[config.mk]
export PLATFORM = sky130hd
export DESIGN_NAME = jefloverockets_cpu_handler
export DESIGN_NICKNAME = d
export VERILOG_FILES = /design/src/rtl/jefloverockets_cpu_handler_pkg.sv /design/src/rtl/jefloverockets_cpu_handler_cpu_alu.sv /design/src/rtl/jefloverockets_cpu_handler.sv
export SDC_FILE = /design/constraint.sdc
export NUM_CORES = 1
export LEC_CHECK = 0
export CORE_MARGIN = 2
export CORE_UTILIZATION = 56
export DETAILED_ROUTE_END_ITERATION = 6
export PLACE_DENSITY_LB_ADDON = 0.1
export SLEW_MARGIN = 10
export SYNTH_ARGS = -nofsm -noshare
export SYNTH_HDL_FRONTEND = slang
export SYNTH_SLANG_ARGS = --single-unit
[constraint.sdc]
create_clock -name clk -period 2.8 [get_ports clk]
set_input_delay 0.42 -clock clk [delete_from_list [all_inputs] [get_ports clk]]
set_output_delay 0.42 -clock clk [all_outputs]
set_load 0.05 [all_outputs]
[src/rtl/jefloverockets_cpu_handler_pkg.sv]
// Shared encodings for the 8-bit accumulator CPU: FSM states, opcodes,
// ALU operations and the uio pin bit positions.
package jefloverockets_cpu_handler_pkg;

  typedef enum logic [2:0] {
    FO_A = 3'd0,
    FO_D = 3'd1,
    FA_A = 3'd2,
    FA_D = 3'd3,
    M_A  = 3'd4,
    M_D  = 3'd5,
    HALT = 3'd6
  } state_t;

  localparam logic [3:0] OP_NOP = 4'h0;
  localparam logic [3:0] OP_LDI = 4'h1;
  localparam logic [3:0] OP_LDA = 4'h2;
  localparam logic [3:0] OP_STA = 4'h3;
  localparam logic [3:0] OP_ADD = 4'h4;
  localparam logic [3:0] OP_SUB = 4'h5;
  localparam logic [3:0] OP_AND = 4'h6;
  localparam logic [3:0] OP_OR  = 4'h7;
  localparam logic [3:0] OP_XOR = 4'h8;
  localparam logic [3:0] OP_JMP = 4'h9;
  localparam logic [3:0] OP_JZ  = 4'hA;
  localparam logic [3:0] OP_JC  = 4'hB;
  localparam logic [3:0] OP_HLT = 4'hF;

  typedef enum logic [2:0] {
    ALU_PASS = 3'd0,
    ALU_ADD  = 3'd1,
    ALU_SUB  = 3'd2,
    ALU_AND  = 3'd3,
    ALU_OR   = 3'd4,
    ALU_XOR  = 3'd5
  } alu_op_t;

  localparam int UIO_RW     = 0;
  localparam int UIO_STROBE = 1;
  localparam int UIO_HALTED = 2;
  localparam logic [7:0] UIO_OE_MASK = 8'b0000_0111;

  // LDI/LDA use PASS so the loaded byte flows through the same zero detector.
  function automatic alu_op_t alu_op_of(input logic [3:0] opc);
    case (opc)
      OP_ADD:  return ALU_ADD;
      OP_SUB:  return ALU_SUB;
      OP_AND:  return ALU_AND;
      OP_OR:   return ALU_OR;
      OP_XOR:  return ALU_XOR;
      default: return ALU_PASS;
    endcase
  endfunction

  function automatic logic is_mem_op(input logic [3:0] opc);
    return (opc >= OP_LDA) && (opc <= OP_XOR);
  endfunction

endpackage

[src/rtl/jefloverockets_cpu_handler_cpu_alu.sv]
// Combinational ALU: a is the accumulator, b the memory/immediate byte.
module jefloverockets_cpu_handler_cpu_alu
  import jefloverockets_cpu_handler_pkg::*;
(
  input  alu_op_t    op,
  input  logic [7:0] a,
  input  logic [7:0] b,
  output logic [7:0] y,
  output logic       carry,
  output logic       zero
);

  logic [8:0] sum;
  logic [8:0] diff;

  // diff[8] is the borrow, i.e. a < b.
  assign sum  = {1'b0, a} + {1'b0, b};
  assign diff = {1'b0, a} - {1'b0, b};

  always_comb begin
    y     = b;
    carry = 1'b0;
    case (op)
      ALU_ADD: begin
        y     = sum[7:0];
        carry = sum[8];
      end
      ALU_SUB: begin
        y     = diff[7:0];
        carry = diff[8];
      end
      ALU_AND: y = a & b;
      ALU_OR:  y = a | b;
      ALU_XOR: y = a ^ b;
      default: y = b;
    endcase
    zero = (y == 8'h00);
  end

endmodule

[src/rtl/jefloverockets_cpu_handler.sv]
// Tiny Tapeout wrapper around an 8-bit accumulator CPU talking to an external
// 256-byte memory over a multiplexed address/data pin bus.
module jefloverockets_cpu_handler
  import jefloverockets_cpu_handler_pkg::*;
#(
  parameter logic [7:0] RESET_PC = 8'h00
) (
  input  logic       clk,
  input  logic       rst_n,
  input  logic       ena,
  input  logic [7:0] ui_in,
  output logic [7:0] uo_out,
  input  logic [7:0] uio_in,
  output logic [7:0] uio_out,
  output logic [7:0] uio_oe
);

  state_t     state;
  logic [7:0] pc;
  logic [7:0] acc;
  logic [7:0] ir;
  logic [7:0] arg;
  logic       z;
  logic       c;
  logic [3:0] opc;
  logic [7:0] alu_y;
  logic       alu_carry;
  logic       alu_zero;
  logic       strobe;
  logic       rw;
  logic       halted;
  logic       unused_bits;

  assign opc         = ir[7:4];
  assign unused_bits = &{1'b0, uio_in, ir[3:0]};

  // Operand comes straight off the pins: immediate in FA_D, memory in M_D.
  jefloverockets_cpu_handler_cpu_alu u_alu (
    .op    (alu_op_of(opc)),
    .a     (acc),
    .b     (ui_in),
    .y     (alu_y),
    .carry (alu_carry),
    .zero  (alu_zero)
  );

  always_ff @(posedge clk or negedge rst_n) begin
    if (!rst_n) begin
      state <= FO_A;
      pc    <= RESET_PC;
      acc   <= 8'h00;
      ir    <= 8'h00;
      arg   <= 8'h00;
      z     <= 1'b0;
      c     <= 1'b0;
    end else if (ena) begin
      case (state)
        FO_A: state <= FO_D;
        FO_D: begin
          ir    <= ui_in;
          pc    <= pc + 8'd1;
          state <= FA_A;
        end
        FA_A: state <= FA_D;
        FA_D: begin
          arg   <= ui_in;
          pc    <= pc + 8'd1;
          state <= FO_A;
          // Jump targets deliberately override the increment above.
          case (opc)
            OP_NOP: state <= FO_A;
            OP_LDI: begin
              acc <= alu_y;
              z   <= alu_zero;
            end
            OP_JMP: pc <= ui_in;
            OP_JZ:  if (z) pc <= ui_in;
            OP_JC:  if (c) pc <= ui_in;
            OP_HLT: state <= HALT;
            default: if (is_mem_op(opc)) state <= M_A;
          endcase
        end
        M_A: state <= M_D;
        M_D: begin
          if (opc != OP_STA) begin
            acc <= alu_y;
            z   <= alu_zero;
            if (opc != OP_LDA) c <= alu_carry;
          end
          state <= FO_A;
        end
        HALT:    state <= HALT;
        default: state <= FO_A;
      endcase
    end
  end

  // Pin muxing is a pure decode of registered state, so outputs hold with ena=0.
  always_comb begin
    uo_out = pc;
    strobe = 1'b0;
    rw     = 1'b0;
    halted = 1'b0;
    case (state)
      FO_A, FA_A: strobe = 1'b1;
      M_A: begin
        uo_out = arg;
        strobe = 1'b1;
        rw     = (opc == OP_STA);
      end
      M_D: begin
        if (opc == OP_STA) begin
          uo_out = acc;
          rw     = 1'b1;
        end else begin
          uo_out = arg;
        end
      end
      HALT:    halted = 1'b1;
      default: ;
    endcase
    uio_out             = 8'h00;
    uio_out[UIO_RW]     = rw;
    uio_out[UIO_STROBE] = strobe;
    uio_out[UIO_HALTED] = halted;
  end

  assign uio_oe = UIO_OE_MASK;

endmodule

==> impl_metrics.yaml <==
placed_design:
  preCtsSetupSlack_ns: -0.322
  dpl.hpwl_mm: 5.96
  port_buffers: 21
  place_inst: 480
  gp_congestion: 0.935
finish:
  stdcell_count: 489
  post-route-util: 0.690
  synthToLayoutAreaGrowth_pct: 16.9
  antennaDiodeCount: 0
  drive_above_1_share: 0.153
  fin_nets: 465
  fill_cells: 452
sta:
  finalHoldViolCount: 0
  period_share: 0.967
  slew_violations: 0
  setup_viol: 0
  rsz0062_at_grt: "false"
  setup_tns_ns: 0
  relSlewSlack: 0.549
  max_freq_mhz: 370
  worstMarginPinSlew_ns: 0.676
  final.setup.worst_slack_ns: 0.0938
  layout_min_cycle_time_ns: 2.71
  skew_ns: 0.00603
yosys:
  ys_seq_area_frac: 0.271
  synth_cells: 385
  yosys-top-cells-area: "dfrtp_1 (27%), ha_1 (11%), a21oi_1 (6.2%)"
  synth_top_area_cell: "dfrtp_1"
  synthFlopType: "dfrtp_1"
  synth_seq_cells: 33
  yosysUniqueCellTypes: 57
  synth_most_common_cell: "nand2_1"
  yosys.area.top_type_share: 0.271
  yosysWarnings: 0
  synthArstFlopShare: 1.00
  synth_edf_count: 0
  synthTopCellsByCount: "nand2_1 (45), a21oi_1 (38), o21ai_0 (35), dfrtp_1 (33), nor2_1 (28)"
  syn_area_per_cell_um2: 7.93
  synthesis.area_mm2: 0.00305
clocking:
  cts_buffers: 5
  cts_hold_buffers: 0
  cts_num_sinks: 33
  htreeDepth: 2
  cts_buffer_depth: 2
  cts_root_buf: "clkbuf_8"
  cts_tree: "built"
  insertion_delay_ns: 0.29
  cts.reportedPaths.clkPinSlew_ns: 0.07
power:
  power_switching_share: 0.500
  switchingPower_mw: 2.01
  finalPower_mw: 4.02
  combinationalPowerShare: 0.669
  irDropWorstVdd_uv: 651
  internal_power_mw: 2.01
  seq_power_share: 0.241
  p_per_area_mw_per_mm2: 1130
  cellLeakagePower_nw: 1.64
  pwr-share-clk: 0.090
routing:
  route.detailed.drc: 0
  ant_nets: 0
  drt_iter0_markers: 187
  routed_wl_mm: 7.77
  via_per_inst: 5.85
  wire_per_inst_um: 15.9
  vias: 2862
  drt_pass1_iterations: 5
floorplan:
  die_x_um: 77.8
  start_util: 0.590
  io_pins: 43
  core-area_mm2: 0.00517
  die_height_um: 77.8
  num_rows: 26
  dieArea_mm2: 0.00606
setup_path:
  critPathMaxStageDelay_ns: 0.47
  cp.arrival_ns: 2.91
  cp_num_buf_inv: 2
  path_delay_family: "compound AO/OA/AOI/OAI gates"
  path_cells: "clkdlybuf4s50_1 -> buf_4 -> fa_1 -> a21oi_2 -> o22ai_1 -> or2_2 -> a32o_1 -> and3b_1 -> nand4_1 -> o31ai_2"
  worst-setup-path-type: "primary input to flop"
  cp.required_ns: 3.00
  worst_path_max_delay_cell: "fa_1"
  cp-start-kind: "primary input"
  crit_path_end_kind: "flop"
  crit_fanout: 3
min_path:
  worstHoldPathType: "flop to flop"
job:
  maxCapViolations: 0
outcome:
  status: "finished, final reports clean"
global_routing:
  antenna_found_initial: 0
  grt_max_degree: 34
  grt_pass1_vias: 2663
  track_usage: 0.266
  gr-total-overflow: 0
  grt_pass1_wl_mm: 12.8
[worst paths after layout]
| check | startpoint | end | slack, ns | depth (start not counted) |
|---|---|---|---|---|
| setup / recovery | ui_in[1] | z | 0.09 | 10 |
| hold / removal | arg[0] | arg[0] | 0.48 | 2 |
| setup reg to reg | acc[0] | z | 0.21 | 12 |
| hold reg to reg | arg[0] | arg[0] | 0.48 | 2 |
| max in group asynchronous | rst_n | ir[7] | 1.93 | 2 |
| min in group asynchronous | rst_n | acc[2] | 0.54 | 2 |
[layout by cell type, fill, tap and decap left out, drive strengths merged, types with 11 or more instances in the layout]
cell            n
ha             26
clkdlybuf4s50  11
inv            27
dfrtp          33
nand2          46
conb           13
buf            41
nor2           28
a21oi          38
o22ai          11
o21ai          41
[power groups by stage]
stage | sequential, mW | clock (mW) | combinational (mW)
CTS | 0.963 | 0.367 | 2.67
global placement | 0.960 | 0 | 2.60
global route | 1.01 | 0.384 | 2.94
detailed placement | 0.973 | 0 | 2.63
finish | 0.972 | 0.360 | 2.69
floorplan | 0.848 | 0 | 1.91
[cell families (layout without fill, tap and decap cells)]
| kind of cell | count (synthesis) | in the layout | synth area share |
|---|---|---|---|
| fa+ha+maj | 28 | 28 | 0.120 |
| mux | 10 | 10 | 0.0410 |
| other cells | 2 | 13 | 0.00246 |
| xor+xnor | 5 | 5 | 0.0143 |
| simple gates | 119 | 119 | 0.197 |
| flops | 33 | 33 | 0.271 |
| buf+inv | 65 | 88 | 0.108 |
| compound gates | 123 | 123 | 0.246 |
[through the flow]
stage	hold WS (ns)	cell area, um^2
global route	0.505	3570
CTS	0.487	3560
global placement	0.462	3470
finish	0.480	3570
floorplan	0.124	3090
detailed placement	0.471	3470
[registers in the layout, indices dropped and copies added, names as in the netlist]
name / count
acc: 8
state: 3
z: 1
arg: 8
pc: 8
c: 1
ir: 4
[routing by layer]
| layer | wire, um | vias up | part of all wire | track usage |
|---|---|---|---|---|
| met2 | 3720 | 124 | 0.48 | 0.448 |
| met4 | 130 | 0 | 0.017 | 0.0679 |
| li1 | - | 1400 | - | - |
| met3 | 488 | 12 | 0.063 | 0.0453 |
| met5 | 0 | - | 0 | 0 |
| met1 | 3430 | 1326 | 0.44 | 0.355 |
[area by class of cell]
cell class	count	area, um^2	share of cell area
Multi-Input combinational cell	298	1940	0.545
Sequential cell	33	826	0.231
Timing Repair Buffer	53	527	0.148
Inverter	27	101	0.0284
Tap cell	70	87.6	0.0246
Clock buffer	6	72.6	0.0203
Clock inverter	2	10.0	0.00281
[worst min-delay path, delay by kind of cell (launching register included)]
family             cells  cell delay (ns)
DFF                    1             0.34
AOI/OAI and AO/OA      1             0.06
and+or+nand+nor        1             0.04
[repair_timing]
action                                  CTS  global route
resized for setup                         2             1
endpoints found under the setup margin    1             1
setup buffers                             1             0
endpoints found under the hold margin     0             0
(Power assumes the default switching activity.)
